$ cat config.mk
export PLATFORM = sky130hd
export DESIGN_NAME = segdisp_scheduler
export DESIGN_NICKNAME = d
export VERILOG_FILES = /design/src/rtl/segdisp_scheduler.sv
export SDC_FILE = /design/constraint.sdc
export NUM_CORES = 1
export LEC_CHECK = 0
export CAP_MARGIN = 20
export CORE_ASPECT_RATIO = 1.75
export CORE_MARGIN = 2
export CORE_UTILIZATION = 53
export CTS_CLUSTER_DIAMETER = 80
export DETAILED_ROUTE_END_ITERATION = 8
export GPL_TIMING_DRIVEN = 0
export PLACE_DENSITY = 0.91
export SLEW_MARGIN = 40
export SYNTH_ARGS = -nofsm -noshare
export SYNTH_HDL_FRONTEND = slang
export SYNTH_SLANG_ARGS = --single-unit
$ cat constraint.sdc
create_clock -name sys_clk -period 5.1 [get_ports sys_clk]
set_input_delay 0.765 -clock sys_clk [delete_from_list [all_inputs] [get_ports sys_clk]]
set_output_delay 0.765 -clock sys_clk [all_outputs]
set_load 0.1 [all_outputs]
$ cat src/rtl/segdisp_scheduler.sv
// segdisp_scheduler
//   Time-shares a 4-digit seven-segment display among NSRC 32-bit debug
//   sources.  Rotates round-robin over the enabled sources every DWELL cycles,
//   converts each value to sign + saturated 4-digit BCD with a sequential
//   double-dabble engine, and presents registered display words that only
//   change when a conversion completes.
//
// Ports
//   sys_clk     system clock
//   sys_rst_n   synchronous active-low reset
//   src_data    NSRC packed two's-complement sources, source i at [32i+31:32i]
//   src_valid   per-source display eligibility
//   hold        freezes the dwell timer
//   next_req    one-cycle pulse, advance to the next eligible source
//   disp_bcd    4 BCD digits, [15:12] = thousands
//   disp_neg    displayed value is negative
//   disp_ovf    magnitude exceeded 9999, digits saturated
//   disp_src    index of the displayed source
//   disp_valid  display outputs hold a converted value
//   busy        conversion in progress
//
// state     | meaning
// ----------+-----------------------------------------------------------
// S_IDLE    | no eligible source, display cleared
// S_SELECT  | capture target source, sign/magnitude, load shifter
// S_CONVERT | 14 double-dabble iterations
// S_PRESENT | register converted value onto the display outputs
// S_DWELL   | display stable; watch for advance, drop-out or data change
module segdisp_scheduler #(
    parameter int NSRC  = 4,
    parameter int DWELL = 50000000,
    parameter int IW    = 3
) (
    input  logic                 sys_clk,
    input  logic                 sys_rst_n,
    input  logic [NSRC*32-1:0]   src_data,
    input  logic [NSRC-1:0]      src_valid,
    input  logic                 hold,
    input  logic                 next_req,
    output logic [15:0]          disp_bcd,
    output logic                 disp_neg,
    output logic                 disp_ovf,
    output logic [IW-1:0]        disp_src,
    output logic                 disp_valid,
    output logic                 busy
);

    localparam int             CW      = (DWELL > 1) ? $clog2(DWELL) : 1;
    localparam logic [CW-1:0]  DW_LOAD = CW'(DWELL - 1);

    typedef enum logic [2:0] {
        S_IDLE, S_SELECT, S_CONVERT, S_PRESENT, S_DWELL
    } state_t;

    state_t              state, next_state;
    logic [IW-1:0]       cur_idx, nxt_idx;
    logic [31:0]         sel_data, sel_mag, cap;
    logic                sel_ovf, cur_valid, any_valid;
    logic [CW-1:0]       dwell_cnt;
    logic                pending_adv, tc_hit, adv_now, take_adv, going_idle;
    logic [3:0]          conv_cnt;
    logic [29:0]         shifter, dd_adj;
    logic                val_neg, val_ovf;
    logic [2*NSRC-1:0]   dbl_valid;
    logic [NSRC-1:0]     rot_valid;
    int                  adv_off, idx_sum;

    assign any_valid = |src_valid;

    // Source mux and eligibility of the current index.
    always_comb begin
        sel_data  = '0;
        cur_valid = 1'b0;
        for (int i = 0; i < NSRC; i++) begin
            if (cur_idx == IW'(i)) begin
                sel_data  = src_data[32*i +: 32];
                cur_valid = src_valid[i];
            end
        end
    end

    // Next eligible index after cur_idx, wrapping. Bit k of rot_valid is the
    // eligibility of index cur_idx+k+1 (mod NSRC); the lowest set bit wins.
    // With only the current source eligible this resolves back to cur_idx.
    always_comb begin
        dbl_valid = {src_valid, src_valid};
        rot_valid = NSRC'(dbl_valid >> (int'(cur_idx) + 1));
        adv_off   = 0;
        for (int k = NSRC - 1; k >= 0; k--) begin
            if (rot_valid[k]) adv_off = k + 1;
        end
        idx_sum = int'(cur_idx) + adv_off;
        if (idx_sum >= NSRC) idx_sum = idx_sum - NSRC;
        nxt_idx = IW'(idx_sum);
    end

    // 0x80000000 negates to itself, which reads as 2^31 unsigned: saturates.
    assign sel_mag = sel_data[31] ? (~sel_data + 32'd1) : sel_data;
    assign sel_ovf = (sel_mag > 32'd9999);

    // Expiry and next_req in the same cycle fold into one advance.
    assign tc_hit     = (state != S_IDLE) && !hold && (dwell_cnt == '0);
    assign adv_now    = pending_adv || tc_hit || next_req;
    assign going_idle = (state == S_DWELL) && !any_valid;
    assign take_adv   = (state == S_DWELL) && any_valid && (adv_now || !cur_valid);

    // Double-dabble step: add 3 to every BCD nibble >= 5 before the shift.
    always_comb begin
        dd_adj = shifter;
        for (int n = 0; n < 4; n++) begin
            if (shifter[14+4*n +: 4] >= 4'd5)
                dd_adj[14+4*n +: 4] = shifter[14+4*n +: 4] + 4'd3;
        end
    end

    // State register
    always_ff @(posedge sys_clk) begin
        if (!sys_rst_n) state <= S_IDLE;
        else            state <= next_state;
    end

    // Next-state logic
    always_comb begin
        next_state = state;
        case (state)
            S_IDLE:    if (any_valid) next_state = S_SELECT;
            S_SELECT:  next_state = S_CONVERT;
            S_CONVERT: if (conv_cnt == 4'd0) next_state = S_PRESENT;
            S_PRESENT: next_state = S_DWELL;
            S_DWELL: begin
                if (!any_valid)             next_state = S_IDLE;
                else if (take_adv)          next_state = S_SELECT;
                else if (sel_data != cap)   next_state = S_SELECT;
            end
            default:   next_state = S_IDLE;
        endcase
    end

    // Output logic
    always_comb begin
        busy = (state == S_SELECT) || (state == S_CONVERT);
    end

    // Source index, advance request and dwell timer. The timer is a down
    // counter reloaded with DWELL-1; a refresh does not reload it so the
    // rotation grid is kept.
    always_ff @(posedge sys_clk) begin
        if (!sys_rst_n) begin
            cur_idx     <= IW'(NSRC - 1);
            pending_adv <= 1'b0;
            dwell_cnt   <= DW_LOAD;
        end else begin
            if ((state == S_IDLE && any_valid) || take_adv)
                cur_idx <= nxt_idx;

            if (state == S_IDLE || take_adv || going_idle)
                pending_adv <= 1'b0;
            else if (tc_hit || next_req)
                pending_adv <= 1'b1;

            if (state == S_IDLE || take_adv || going_idle)
                dwell_cnt <= DW_LOAD;
            else if (!hold)
                dwell_cnt <= (dwell_cnt == '0) ? DW_LOAD : dwell_cnt - 1'b1;
        end
    end

    // Capture and conversion datapath
    always_ff @(posedge sys_clk) begin
        if (!sys_rst_n) begin
            cap      <= '0;
            val_neg  <= 1'b0;
            val_ovf  <= 1'b0;
            shifter  <= '0;
            conv_cnt <= '0;
        end else begin
            case (state)
                S_SELECT: begin
                    cap      <= sel_data;
                    val_neg  <= sel_data[31];
                    val_ovf  <= sel_ovf;
                    shifter  <= {16'd0, sel_ovf ? 14'd9999 : sel_mag[13:0]};
                    conv_cnt <= 4'd13;
                end
                S_CONVERT: begin
                    shifter  <= {dd_adj[28:0], 1'b0};
                    conv_cnt <= conv_cnt - 4'd1;
                end
                default: ;
            endcase
        end
    end

    // Display registers: loaded only in PRESENT, cleared on the edge that
    // enters IDLE so the drop-out is visible one cycle after it is seen.
    always_ff @(posedge sys_clk) begin
        if (!sys_rst_n) begin
            disp_bcd   <= '0;
            disp_neg   <= 1'b0;
            disp_ovf   <= 1'b0;
            disp_src   <= '0;
            disp_valid <= 1'b0;
        end else if (state == S_PRESENT) begin
            disp_bcd   <= shifter[29:14];
            disp_neg   <= val_neg;
            disp_ovf   <= val_ovf;
            disp_src   <= cur_idx;
            disp_valid <= 1'b1;
        end else if (state == S_IDLE || going_idle) begin
            disp_bcd   <= '0;
            disp_neg   <= 1'b0;
            disp_ovf   <= 1'b0;
            disp_src   <= '0;
            disp_valid <= 1'b0;
        end
    end

endmodule

---- Yosys cells after proc, flatten, opt, wreduce, memory -nomap -nowiden ----
Cells that the tools add are included.
storage, ports and cells
  memory bits (read-only) ................. 0
  bits in writable memories ............... 0
  latch bits .............................. 0
  output and inout bits ................... 23
  logic and storage cells ................. 108
  input bits .............................. 136
  register bits ........................... 123
  memories ................................ 0
cells by class
  bitwise gates (word level) .............. 2
  eq/ne operators ......................... 11
  magnitude comparators ................... 6
  multiply operators ...................... 0
  reductions and logical operators ........ 28
  $add $sub $neg .......................... 10
  mux-type cells .......................... 36
  div/mod/pow operators ................... 0
  shifts and indexed selects .............. 1
operators with widths
  operator                                                                           count
  32-bit 2-to-1 mux                                                                  8
  30-bit one-hot mux with 2 select lines                                             1
  32-bit by 1-bit adder with 32-bit output, second input constant                    1
  4-bit by 32-bit adder with 32-bit output                                           1
  32-bit by 4-bit >= comparator with 1-bit output, second input constant             1
  32-bit by 14-bit greater-than comparator with 1-bit output, second input constant  1
  16-bit 2-to-1 mux                                                                  2
  32-bit != test                                                                     1
  32-bit NOT                                                                         1
  3-bit 2-to-1 mux                                                                   10
  26-bit zero test                                                                   1
  26-bit 2-to-1 mux                                                                  1
  26-bit by 1-bit subtractor with 26-bit output, second input constant               1
  4-bit by 3-bit >= comparator with 1-bit output, second input constant              4
  3-bit one-hot mux with 5 select lines                                              1
  14-bit 2-to-1 mux                                                                  1
  4-bit by 2-bit adder with 4-bit output, second input constant                      3
  3-bit by 2-bit == test with 1-bit output, second input constant                    4
  4-bit 2-to-1 mux                                                                   3
  1-bit logical OR                                                                   9
  1-bit 2-to-1 mux                                                                   8
  4-bit one-hot mux with 2 select lines                                              1
  8-bit by 4-bit >> shifter with 4-bit output                                        1
  3-bit by 1-bit == test with 1-bit output, second input constant                    2
  17 further kinds                                                                   27

---- Longest topological paths before layout ----
  word-level depth ........................ 11
  depth in mapped cells ................... 19
  mapped depth without buffers ............ 13

---- Worst setup path before layout ----
No wires, ideal clock.
  path type ............................... register to register
  from .................................... reg cur_idx[1]
  to ...................................... reg shifter[13]
  period minus slack after synthesis ...... 4194 ps
  setup slack ............................. 906 ps
  setup time .............................. 137 ps
  buffers on the path ..................... 6
  stages on the path, launching flop included .. 20
  data arrival time ....................... 4057 ps
  required time ........................... 4963 ps
  path through ............................ dfxtp_1 > buf_4 > buf_6 > buf_2 > buf_1 > clkbuf_1 > mux4_2 > and2_1 > inv_1 > ha_1 > inv_1 > nor3_2 > o2111ai_1 > o31ai_2 > xnor2_1 > nor4_1 > nand4_1 > nor3_4 > buf_6 > a31oi_1
on the way
  cells in the longest elaborated chain, start to end .. 11
  elaborated cells on any way between the ends .. 14
  classes of those cells .................. 1 x add/sub; 1 x order compare; 3 x eq/ne; 7 x mux; 1 x bitwise; 1 x reduce/logical
ends and longest elaborated chain
  element                                                     RTL line  RTL
  start, declared                                             56        logic [IW-1:0] cur_idx, nxt_idx;
  start signal, assigned                                      149       cur_idx <= IW'(NSRC - 1);
  start signal, assigned                                      154       cur_idx <= nxt_idx;
  3-bit zero test                                             75        if (cur_idx == IW'(i)) begin
  32-bit 2-to-1 mux (3 in a row)                              75
  32-bit 2-to-1 mux *                                         75
  32-bit NOT                                                  98        assign sel_mag = sel_data[31] ? (~sel_data + 32'd1) : sel_data;
  32-bit by 1-bit adder with 32-bit output                    98
  32-bit 2-to-1 mux *                                         98
  32-bit by 14-bit greater-than comparator with 1-bit output  99        assign sel_ovf = (sel_mag > 32'd9999);
  14-bit 2-to-1 mux *                                         182       shifter <= {16'd0, sel_ovf ? 14'd9999 : sel_mag[13:0]};
  30-bit one-hot mux with 2 select lines *                    177       case (state)
  end signal, assigned                                        182
  end signal, assigned                                        186       shifter <= {dd_adj[28:0], 1'b0};
  end, declared                                               62        logic [29:0] shifter, dd_adj;
Every way passes the cells marked *; elsewhere a longest branch is shown, timed or not.
A chain may end at the register's enable or synchronous reset.

---- Worst setup path after layout ----
  from .................................... reg cur_idx[0]
  to ...................................... reg shifter[13]
Same word-level chain as after synthesis.

==> impl_metrics.env <==
export IMPL_powerDensity_nw_per_um2=458.0
export IMPL_cp_endpoint="shifter[13]"
export IMPL_ys_seq_area_share_pct=30.23
export IMPL_ant_nets=0
export IMPL_clk_pin_slew_worst_paths_ps=60
export IMPL_dr_pass1_iters=6
export IMPL_drive_gt1_share_pct=11.54
export IMPL_place_gp_congestion=1.004
export IMPL_fin_ws_ps=286.3
export IMPL_worst_r2r_setup_slack_ps=290
export IMPL_htree_levels=4
export IMPL_p_leak_uw=0.003973
export IMPL_synth_area_leaders="dfxtp_1, nor2_1, mux2i_1"
export IMPL_syn_area_per_cell_um2=8.161
export IMPL_tritoncts="yes"
export IMPL_start_kind="register"
export IMPL_rsz0062_at_grt="no"
export IMPL_first_iter_violations=629
export IMPL_routed_wl_um=26550
export IMPL_maxCapViolCount=0
export IMPL_cts_sinks=122
export IMPL_initial_core_util_pct=54.18
export IMPL_track_usage_pct=32.54
export IMPL_syn_nets=1141
export IMPL_synthesis_area_um2=8079
export IMPL_synth_top_area_share_pct=30.23
export IMPL_first_global_vias=8704
export IMPL_dp_slack_ps=-214.4
export IMPL_synthCells=990
export IMPL_grt_pass1_wl_um=42650
export IMPL_vias_per_cell=6.229
export IMPL_yosysWarnings=0
export IMPL_seq_area_um2=2442
export IMPL_yosysUniqueCellTypes=93
export IMPL_criticalPathCategory="reg2reg"
export IMPL_fp_row_count=59
export IMPL_die_w_um=97.33
export IMPL_hold_buffers=0
export IMPL_worstSkewPairLatency_ps=420
export IMPL_cts_buffers=17
export IMPL_cts_path_max_buffers=2
export IMPL_finalSetupTns_ps=0
export IMPL_avgRoutedWirePerCell_um=19.51
export IMPL_multi_input_area_um2=5254
export IMPL_fmax_ghz=0.2077
export IMPL_ir_drop_uv=312.7
export IMPL_outcome="completed"
export IMPL_setup_viol=0
export IMPL_fillers=1141
export IMPL_slew_headroom_pct=45.26
export IMPL_worst_pin_slew_ps=813.6
export IMPL_synth_edf_count=0
export IMPL_whs_ps=470.5
export IMPL_worstReg2RegStart="cur_idx[0]"
export IMPL_final_max_slew_viol_count=0
export IMPL_synth_top_cell_by_area="dfxtp_1"
export IMPL_cp_max_fo=10
export IMPL_antenna_found_initial=0
export IMPL_syn_to_final_growth_pct=28.37
export IMPL_finish_utilization_pct=69.55
export IMPL_fin_crit_ps=4814
export IMPL_top_level_ports=159
export IMPL_drc=0
export IMPL_worst_r2r_endpoint="shifter[13]"
export IMPL_finalHoldViolCount=0
export IMPL_cp_required_ps=5380
export IMPL_cp_end_kind="register"
export IMPL_grt_max_degree=20
export IMPL_reg2reg_depth=19
export IMPL_cp_arrival_ps=5090
export IMPL_core_area_um2=14910
export IMPL_nNetsFinal=1316
export IMPL_dp_final_hpwl_um=20870
export IMPL_synthArstFlopShare_pct=0
export IMPL_fin_crit_sh_pct=94.39
export IMPL_dr_total_vias=8478
export IMPL_antennaDiodeCount=0
export IMPL_min_path_type="reg2reg"
export IMPL_ys_flop_type="dfxtp_1"
export IMPL_ys_ff_latch=122
export IMPL_die_y_um=167.3
export IMPL_design_power_total_uw=4750
export IMPL_dieArea_um2=16290
export IMPL_finClkSkew_ps=9.987
export IMPL_grt_overflow=0
export IMPL_post_cts_repair_setup_buffers=0
export IMPL_port_buffers=158
export IMPL_cts_repair_resized=0
export IMPL_crit_start="cur_idx[0]"
export IMPL_cts_root_buffer="clkbuf_16"
[worst min-delay path by stage]
stage / start / end / slack (ps) / depth (start not counted)
floorplan: dwell_cnt[5] / dwell_cnt[5] / 440 / 2
global placement: cap[1] / cap[1] / 450 / 2
detailed placement: cap[4] / cap[4] / 460 / 2
CTS: cap[4] / cap[4] / 470 / 2
global route: cap[26] / cap[26] / 480 / 2
finish: cap[4] / cap[4] / 470 / 2
[cells in the mapped netlist (5+ instances only)]
| cell type | count |
|---|---|
| nand3_1 | 17 |
| mux2_2 | 14 |
| clkbuf_1 | 37 |
| nand2b_1 | 11 |
| o221ai_1 | 7 |
| mux2i_1 | 44 |
| xor2_1 | 27 |
| or2_2 | 9 |
| buf_2 | 9 |
| mux4_2 | 10 |
| nand4_1 | 7 |
| nor3b_1 | 8 |
| o22a_1 | 7 |
| xnor2_1 | 47 |
| o21ai_0 | 35 |
| nor2_1 | 144 |
| a21oi_1 | 68 |
| a211oi_1 | 15 |
| nand3b_1 | 5 |
| nand2_1 | 84 |
| and2_1 | 6 |
| ha_1 | 14 |
| a22oi_1 | 39 |
| nor4_1 | 14 |
| inv_1 | 21 |
| nor3_1 | 41 |
| buf_6 | 6 |
| nor2b_1 | 6 |
| dfxtp_1 | 122 |
| o22ai_1 | 11 |
[worst max-delay path, stage by stage (launching register included)]
cell and delay (ps):
dfxtp_1 450, buf_6 210, buf_8 170, buf_8 180, buf_6 190, buf_6 210
mux4_2 530, and2_1 220, inv_1 90, ha_1 210, inv_1 100, nor3_4 310
o2111ai_2 290, a2111o_1 440, o311a_1 170, a21oi_1 150, nand4_1 150, nor3_4 330
buf_6 190, a31oi_1 80
[sequential cells by signal, summed over array words and instances, names as in the netlist, 3 cells and up]
name       cells
cur_idx        3
shifter       30
conv_cnt       4
cap           32
dwell_cnt     26
disp_src       3
state          3
disp_bcd      16
[metal layers]
layer  GRT usage [%]  vias up  share of wire [%]
met5               0        -                  0
met4           25.06        0                8.7
met3           4.800      135                5.2
met2           61.68      426                 53
met1           30.68     3977                 34
li1                -     3940                  -
[cell usage in the layout, fill, tap and decap left out, types with 11 or more instances in the layout]
cell type        instances
clkdlybuf4s50_1        135
xnor2_1                 47
mux2i_1                 44
xor2_1                  27
a211oi_1                15
nor4_1                  14
nand2b_1                11
o22ai_1                 11
nor2_1                 143
buf_2                   32
clkbuf_1                36
nand2_1                 84
a21oi_1                 68
nand3_1                 17
dfxtp_1                122
ha_1                    14
o21ai_0                 35
clkbuf_16               17
inv_1                   21
a22oi_1                 39
mux2_2                  14
nor3_1                  41
[per-stage QoR]
stage          cell area [µm²]  cells
2_1_floorplan             8079    990
3_3_place_gp              9889   1331
3_5_place_dp              9774   1331
4_1_cts                  10360   1362
5_1_grt                  10370   1361
6_report                 10370   1361
[power by group]
| part | internal, µW | leakage, µW | switching [µW] |
|---|---|---|---|
| clock network | 727 | 0.000279 | 468 |
| registers | 1040 | 0.000992 | 66.0 |
| logic | 950 | 0.00270 | 1500 |
| total | 2710 | 0.00397 | 2040 |
[cells by family (layout without fill, tap and decap cells)]
kind of cell | Yosys count | in the layout | share of synthesized area [%]
flops | 122 | 122 | 30.23
xor+xnor | 74 | 74 | 8.022
fa+ha+maj | 15 | 15 | 2.416
simple gates | 387 | 387 | 23.42
compound gates | 238 | 238 | 20.01
mux | 71 | 71 | 10.98
buf+inv | 83 | 271 | 4.925
[final cells by class]
class,count,area share [%]
Multi-Input combinational cell,785,50.66
Sequential cell,122,23.55
Timing Repair Buffer,158,14.14
Clock buffer,17,4.102
Buffer,58,2.932
Tap cell,183,2.208
Clock inverter,15,1.580
Inverter,23,0.8324
Note: power is estimated with default switching activity, not from simulation.
